[src/rtl/fetch_ctrl_pkg.sv]
// fetch_ctrl_pkg: fetch state encoding and pipeline constants shared by the fetch stage
package fetch_ctrl_pkg;
  typedef enum logic [1:0] {BOOT, RUN, HALT} state_t;
  localparam logic [31:0] NOP = 32'd0;
  localparam logic [31:0] WORD_BYTES = 32'd4;
endpackage

[src/rtl/fetch_ctrl_sat_counter.sv]
// sat_counter: W-bit up counter that sticks at all-ones
module sat_counter #(
  parameter int W = 16
) (
  input  logic         clk,
  input  logic         reset,
  input  logic         en,
  output logic [W-1:0] count
);
  always_ff @(posedge clk)
    count <= reset ? '0 : (en && !(&count)) ? count + 1'b1 : count;
endmodule

[src/rtl/fetch_ctrl.sv]
// fetch_ctrl: instruction fetch FSM driving pc and the IF/ID register
module fetch_ctrl
  import fetch_ctrl_pkg::*;
#(
  parameter logic [31:0] RESET_PC   = 32'd0,
  parameter logic [31:0] IMEM_BYTES = 32'd32
) (
  input  logic        clk,
  input  logic        reset,
  input  logic        stall,
  input  logic        redirect_valid,
  input  logic [31:0] redirect_pc,
  input  logic [31:0] instruction,
  output logic [31:0] pc,
  output logic [31:0] if_id_instr,
  output logic [31:0] if_id_pc4,
  output logic        if_id_valid,
  output logic        halted,
  output logic [15:0] fetch_count
);
  state_t state;
  logic redir, eop, load;
  // BOOT ignores redirects so it always lasts exactly one cycle
  always_comb begin
    redir = redirect_valid && state != BOOT;
    eop   = state == RUN && !redir && pc >= IMEM_BYTES;
    load  = state == RUN && !redir && !stall && pc < IMEM_BYTES;
  end
  always_ff @(posedge clk) begin
    if (reset) begin
      state       <= BOOT;
      pc          <= RESET_PC;
      if_id_instr <= NOP;
      if_id_pc4   <= '0;
      if_id_valid <= 1'b0;
      halted      <= 1'b0;
    end else if (redir) begin
      state       <= RUN;
      pc          <= redirect_pc & ~(WORD_BYTES - 32'd1);
      if_id_instr <= NOP;
      if_id_pc4   <= '0;
      if_id_valid <= 1'b0;
      halted      <= 1'b0;
    end else if (state == BOOT) begin
      state <= RUN;
    end else if (eop) begin
      state       <= HALT;
      if_id_instr <= NOP;
      if_id_pc4   <= '0;
      if_id_valid <= 1'b0;
      halted      <= 1'b1;
    end else if (load) begin
      pc          <= pc + WORD_BYTES;
      if_id_instr <= instruction;
      if_id_pc4   <= pc + WORD_BYTES;
      if_id_valid <= 1'b1;
    end
  end
  sat_counter #(.W(16)) u_cnt (
    .clk  (clk),
    .reset(reset),
    .en   (load),
    .count(fetch_count)
  );
endmodule

[config.mk]
export PLATFORM = sky130hd
export DESIGN_NAME = fetch_ctrl
export DESIGN_NICKNAME = d
export VERILOG_FILES = /design/src/rtl/fetch_ctrl_pkg.sv /design/src/rtl/fetch_ctrl_sat_counter.sv /design/src/rtl/fetch_ctrl.sv
export SDC_FILE = /design/constraint.sdc
export NUM_CORES = 1
export LEC_CHECK = 0
export ABC_AREA = 1
export ABC_CLOCK_PERIOD_IN_PS = 2500
export CORE_MARGIN = 4
export CORE_UTILIZATION = 48
export CTS_CLUSTER_DIAMETER = 40
export CTS_CLUSTER_SIZE = 20
export DETAILED_ROUTE_END_ITERATION = 6
export PLACE_DENSITY = 0.83
export SKIP_LAST_GASP = 1
export SLEW_MARGIN = 5
export SYNTH_ARGS = -nofsm -noshare
export SYNTH_HDL_FRONTEND = slang
export SYNTH_SLANG_ARGS = --single-unit
[constraint.sdc]
create_clock -name clk -period 2.5 [get_ports clk]
set_input_delay 0.625 -clock clk [delete_from_list [all_inputs] [get_ports clk]]
set_output_delay 0.625 -clock clk [all_outputs]
set_load 0.02 [all_outputs]
Yosys cells after proc, flatten, opt, wreduce, memory -nomap -nowiden
Cells that the tools add are included.
W data, S select, Z words.
Storage, ports and cells
  word-level logic and storage cells: 52
  register bits after elaboration: 116
  output and inout port bits: 114
  input bits: 68
Operators by class
  add/subtract/negate cells: 2
  reductions and logical operators: 21
  equal/unequal tests: 3
  mux-type cells: 13
  bitwise operators: 2
  magnitude comparators: 2
Operators by type and width (count)
  $mux W32: 8
  $add A32 B3 Y32 const B: 1
  $ge A32 B6 Y1 const B: 1
  $lt A32 B6 Y1 const B: 1
  $add A16 B1 Y16 const B: 1
  $reduce_and A16 Y1: 1
  $logic_and A1 B1 Y1: 6
  $reduce_and A3 Y1: 2
  $reduce_bool A2 Y1: 3
  $mux W1: 5
  $ne A2 B2 Y1 const B: 2
  $reduce_and A2 Y1: 2
  $logic_not A1 Y1: 3
  $reduce_bool A3 Y1: 1
  $reduce_or A3 Y1: 1
  $eq A2 B1 Y1 const B: 1
  $logic_not A2 Y1: 1
  $not A1 Y1: 2
  $reduce_or A2 Y1: 1

Longest topological paths before layout
Gate-level depths: netlist (run 1).
  word-level depth: 10
  gate-level depth with buffers: 11
  mapped depth without buffers: 10

Modules after synthesis
Synthesis (run 1) repeated with hierarchy kept, for this count alone.
Unflattened totals
  cells, all modules: 578
  area total of the unflattened synthesis: 4710.8 sq um
Modules (own cells, without submodules)
  fetch_ctrl: seq. area each 1921.8 sq um, cells each 432, area an instance 3732.3 sq um, times used 1
  sat_counter: seq. area each 320.3 sq um, cells each 146, area an instance 978.4 sq um, times used 1

Worst setup path after synthesis (run 1)
OpenSTA, ideal clock, no wires.
  path kind: register to register
  start point: reg u_cnt.count[0]
  end point: reg u_cnt.count[14]
  arrival time: 1.706 ns
  slack: 0.724 ns
  buffers on the path: 1
  cell stages (with the launch flop): 9
  library setup time: 0.070 ns
  cells stage by stage: dfxtp_1 > ha_1 > nand2_1 > nor2_2 > nand4_2 > nand3_2 > buf_4 > nand2_1 > a21oi_1
Between the ends
  cells in the longest elaborated chain, start to end: 3
  elaborated cells between the ends (all ways): 4
  classes of those cells: add/sub (1); reduce/logical (3)
RTL lines
  start, declared: RTL line fetch_ctrl_sat_counter.sv:8  | output logic [W-1:0] count
  start signal, assigned: RTL line fetch_ctrl_sat_counter.sv:11  | count <= reset ? '0 : (en && !(&count)) ? count + 1'b1 : count;
  parallel branches: the longest is 3 deep, another holds $add A16 B1 Y16
Parallel ways; which one is timed is not known.
A chain may end at the register's enable or synchronous reset.

Worst setup path after layout (run 1)
  start point: reg pc[5]
  end point: out pc[5]
RTL lines
  start, declared: RTL line fetch_ctrl.sv:14  | output logic [31:0] pc,
  start signal, assigned: RTL line fetch_ctrl.sv:39  | pc <= redirect_pc & ~(WORD_BYTES - 32'd1);
  start signal, assigned: RTL line fetch_ctrl.sv:53  | pc <= pc + WORD_BYTES;
No word-level cell between the ends.

==> results.toml, run 1 <==
[cts]
ctsHoldBuffers = 0
post_cts_resized = 0
htreeDepth = 3
cts_tree = "done"
cts-buffers-inserted = 9
postCtsSetupRepairBufs = 0
worst_skew_pair.late_latency_ns = 0.38
cts_root_buf = "clkbuf_8"
clock_path_buffers = 2
cts.reportedPaths.clkPinSlew_ns = 0.11
cts_sinks = 112

[worst_setup_path]
start_kind = "flip-flop"
path_max_fanout = 6
arrival_ns = 1.50
startpoint = "pc[5]$_SDFFE_PP0P_"
end_kind = "output port"
r2r-end = "if_id_pc4[27]$_SDFFE_PP0P_"
cp.depth = 1
cp_num_buf_inv = 1
crit_slowest_cell = "clkdlybuf4s50_1"
rr_startpoint = "pc[31]$_SDFFE_PP0P_"
crit_family = "buffers and inverters"
r2r.worst_path.cells = 8
r2r_slack_ns = 0.67
cp.required_ns = 1.88
critPathKind = "flip-flop to output port"
max_stage_delay_ns = 0.65
path_cells = "clkdlybuf4s50_1"

[run]
drv_cap = 0

[synth]
synth.avg_cell_area_um2 = 7.66
syn_area_mm2 = 0.00485
ys_seq_area_frac = 0.462
netlist_instances = 633
ys_seq_elements = 112
ys.warnings.count = 0
yosys.cell_types.count = 34

[die]
fp.dieH_um = 109
die_w_um = 109
ioPinCount = 182
die-area_mm2 = 0.0118
core-area_mm2 = 0.00982
row_count = 36
start_util = 0.494

[drt]
routedWlPerCell_um = 14.8
vias = 4888
dr.first_iter.drc_count = 244
drc = 0
routed_wl_mm = 13.8
drtAntennaViolNets = 0
vias_per_cell = 5.24
dr.pass1.iters = 6

[placement]
dp_hpwl_mm = 10.1
numPortBuffers = 175
gp_congestion = 0.914

[min_path]
hold_class = "flip-flop to flip-flop"
hold_start = "if_id_pc4[7]$_SDFFE_PP0P_"
min_path_cells = 1
hold_path_end = "if_id_pc4[7]$_SDFFE_PP0P_"

[sta]
final-setup-viol-count = 0
finalSetupTns_ns = 0
post-route-period-util = 0.848
hold_ws_ns = 0.483
hold_violations = 0
rsz0062_at_grt = "no"
fmax_ghz = 0.472
clock_skew_ns = 0.0236
drv_slew = 0
min_period_ns = 2.12

[pwr]
power_density_mw_per_mm2 = 515
leakagePower_uw = 0.00260
peakVddDrop_mv = 0.321

[grt]
grt_usage = 0.233
first_global_vias = 4651
antenna_found_initial = 0
grt_pass1_wl_mm = 22.1
grt_max_degree = 33
grt-ovfl-total = 0

[outcome]
status = "finished, final reports clean"

[final_layout]
diodes = 0
nets = 866
final_cell_mix = "175 x clkdlybuf4s50_1, 144 x nand2_1, 112 x dfxtp_1"
areaGrowthSynthToFinish_pct = 42.8
layout_commonest_cell = "clkdlybuf4s50_1"
drive_gt1_frac = 0.0588
[cell type report]
| type | instances | area [um2] |
|---|---|---|
| Clock buffer | 9 | 124 |
| Multi-Input combinational cell | 452 | 2270 |
| Fill cell | 828 | 2890 |
| Tap cell | 133 | 166 |
| Timing Repair Buffer | 189 | 1910 |
| Inverter | 31 | 116 |
| Clock inverter | 7 | 103 |
| Sequential cell | 112 | 2240 |
[synth_stat cells, drive strengths merged]
library cell / number / share of area
o21ai: 8 / 0.0090
a21o: 1 / 0.0015
a21oi: 66 / 0.068
nor3: 5 / 0.0095
dfxtp: 112 / 0.46
or2: 1 / 0.0013
nor2: 66 / 0.055
conb: 1 / 0.00077
inv: 31 / 0.024
o2111ai: 1 / 0.0018
mux2i: 8 / 0.017
clkbuf: 14 / 0.012
xnor2: 3 / 0.0054
nand3: 82 / 0.086
xor2: 6 / 0.011
ha: 3 / 0.0077
nand4: 13 / 0.018
nand3b: 10 / 0.015
nand2: 149 / 0.12
nor3b: 26 / 0.040
buf: 27 / 0.038
[per-layer routing]
metal	wire length, um	track usage	vias to the layer above
met5	0	0	-
met4	415	0.0956	0
met3	905	0.0472	35
met2	7040	0.405	187
met1	5400	0.281	2268
li1	-	-	2398
[where the power goes]
group          switching, uW  internal, uW
sequential              36.3          1820
clock                    695           502
combinational            271           239
total                   1000          2560
[how the worst max path moves through the flow]
stage / end / slack, ns
2_1_floorplan: u_cnt.count[14]$_SDFFE_PP0P_ / 0.72
3_3_place_gp: if_id_pc4[21]$_SDFFE_PP0P_ / 0.02
3_5_place_dp: if_id_pc4[10]$_SDFFE_PP0P_ / -0.02
4_1_cts: fetch_count[5] / 0.36
5_1_grt: if_id_pc4[16]$_SDFFE_PP0P_ / 0.23
6_report: pc[5] / 0.38
[flip-flops by register name, summed over array words and instances, names as in the netlist]
name and flops:
halted 1, if_id_instr 32, if_id_pc4 30, if_id_valid 1, pc 30, state 2, u_cnt.count 16
[metrics by stage]
stage / utilization / cell area, um2 / power [uW] / setup WS [ns] / instances
after CTS: 0.705 / 6930 / 3580 / 0.361 / 933
after floorplan: - / 4860 / 2170 / 0.724 / 636
after detailed placement: 0.682 / 6700 / 2410 / -0.0183 / 917
final: 0.705 / 6930 / 3560 / 0.379 / 933
after global placement: 0.682 / 6700 / 2400 / 0.0212 / 917
after global routing: 0.705 / 6930 / 3720 / 0.228 / 933
[cell families after synthesis]
logic type	after synthesis	share of synthesized area
simple gates	352	0.343
flops	112	0.462
compound gates	76	0.0805
buf+inv	72	0.0735
xor+xnor	9	0.0163
mux	8	0.0165
fa+ha+maj	3	0.00774
other cells	1	0.000773
[worst register-to-register path, stage by stage (launching register included)]
cell,delay (ns)
dfxtp_1,0.34
nor2_1,0.11
nand2_1,0.06
nor2_1,0.20
nand2_2,0.17
nor2_8,0.19
nand2_2,0.14
nand2_2,0.38
nor3b_1,0.12
(Power assumes the default switching activity.)
==> run 2, diff against run 1 <==
- ABC_CLOCK_PERIOD_IN_PS: 2500 -> 2200
- CORE_UTILIZATION: 48 -> 44
- PLACE_DENSITY: 0.83 -> 0.77
- clock period: 2.5 -> 2.2 ns (I/O delays scaled with it)
==> results.toml, run 2 (synthesized netlist as in run 1, its figures left out) <==
[sta]
final-setup-viol-count = 0
rsz0062_at_grt = "no"
drv_slew = 0
clock_skew_ns = 0.0165
finalSetupTns_ns = 0
min_period_ns = 2.04
hold_violations = 0
post-route-period-util = 0.929
fmax_ghz = 0.489

[die]
ioPinCount = 182
die_w_um = 113
core-area_mm2 = 0.0108
die-area_mm2 = 0.0128
row_count = 38
fp.dieH_um = 113
start_util = 0.449

[worst_setup_path]
max_stage_delay_ns = 0.66
rr_startpoint = "pc[24]$_SDFFE_PP0P_"
crit_slowest_cell = "clkdlybuf4s50_1"
r2r-end = "if_id_instr[18]$_SDFFE_PP0P_"
cp.required_ns = 1.65
end_kind = "output port"
startpoint = "pc[5]$_SDFFE_PP0P_"
r2r_slack_ns = 0.32
cp.depth = 1
critPathKind = "flip-flop to output port"
path_cells = "clkdlybuf4s50_1"
worstSetupEndpoint = "pc[5]"
crit_family = "buffers and inverters"
path_max_fanout = 6
cp_num_buf_inv = 1
arrival_ns = 1.49
start_kind = "flip-flop"
r2r.worst_path.cells = 8

[cts]
cts-buffers-inserted = 9
ctsHoldBuffers = 0
postCtsSetupRepairBufs = 0
htreeDepth = 3
post_cts_resized = 0
worst_skew_pair.late_latency_ns = 0.37
cts_root_buf = "clkbuf_8"
cts_sinks = 112
cts.reportedPaths.clkPinSlew_ns = 0.10
clock_path_buffers = 2
cts_tree = "done"

[final_layout]
drive_gt1_frac = 0.0669
biggestRegsByFlops = "if_id_instr x32, if_id_pc4 x30, pc x30"
diodes = 0
largest_reg_flops = 32
areaGrowthSynthToFinish_pct = 44.0
final_cell_mix = "175 x clkdlybuf4s50_1, 144 x nand2_1, 112 x dfxtp_1"
layout_commonest_cell = "clkdlybuf4s50_1"
regMostFlops = "if_id_instr"
nets = 875
fin_area_mm2 = 0.00699

[pwr]
leakagePower_uw = 0.00263
peakVddDrop_mv = 0.397
power_density_mw_per_mm2 = 562

[drt]
dr.pass1.iters = 5
vias_per_cell = 5.15
vias = 4877
drc = 0
routedWlPerCell_um = 14.3
drtAntennaViolNets = 0
routed_wl_mm = 13.6
dr.first_iter.drc_count = 284

[grt]
grt_pass1_wl_mm = 22.7
grt_max_degree = 46
first_global_vias = 4731
grt_usage = 0.214
antenna_found_initial = 0
grt-ovfl-total = 0

[placement]
numPortBuffers = 175
dp_hpwl_mm = 9.97
place_area_mm2 = 0.00680
gp_congestion = 0.861

[outcome]
status = "finished, final reports clean"

[run]
drv_cap = 0

[min_path]
hold_class = "flip-flop to flip-flop"
run 2: changes by cell type in the layout (fill, tap and decap cells not counted), sizes merged:
cell,before,now
inv,35,33
buf,14,23
run 2: area by class of cell:
class	count	area (um2)
clock buffers	9	124
flip-flops and latches	112	2240
multi-input cells	452	2280
inverters	31	116
clock inverters	5	65.1
repair buffers	198	1990
fillers	930	3810
well taps	140	175
run 2: how the worst min path moves through the flow:
stage / from / endpoint / slack, ns / cells past startpoint
after floorplan: state[0]$_SDFFE_PP0P_ / state[0]$_SDFFE_PP0P_ / 0.45 / 2
after global placement: halted$_SDFFE_PP0P_ / halted$_SDFFE_PP0P_ / 0.46 / 2
after detailed placement: halted$_SDFFE_PP0P_ / halted$_SDFFE_PP0P_ / 0.46 / 2
after CTS: if_id_pc4[9]$_SDFFE_PP0P_ / if_id_pc4[9]$_SDFFE_PP0P_ / 0.48 / 1
after global routing: if_id_pc4[29]$_SDFFE_PP0P_ / if_id_pc4[29]$_SDFFE_PP0P_ / 0.50 / 1
final: if_id_pc4[15]$_SDFFE_PP0P_ / if_id_pc4[15]$_SDFFE_PP0P_ / 0.48 / 1
run 2: per-stage QoR:
stage | setup WS [ns] | std cells | hold WS (ns) | utilization | power [uW]
2_1_floorplan | 0.424 | 636 | 0.454 | - | 2460
3_3_place_gp | -0.00338 | 933 | 0.459 | 0.630 | 2740
3_5_place_dp | -0.0739 | 933 | 0.460 | 0.630 | 2750
4_1_cts | 0.144 | 947 | 0.483 | 0.647 | 3970
5_1_grt | 0.0897 | 947 | 0.497 | 0.647 | 4130
6_report | 0.156 | 947 | 0.477 | 0.647 | 3930
run 2: routing by layer:
layer  vias to the layer above  global-route usage  share of wire
li1                       2416                   -              -
met1                      2274               0.261           0.40
met4                         0              0.0897          0.031
met5                         -                   0              0
met3                        31              0.0492          0.068
met2                       156               0.363           0.50
run 2: power breakdown:
part / internal [uW] / switching, uW
logic: 283 / 311
registers: 2070 / 41.5
clock network: 528 / 693
total: 2880 / 1050
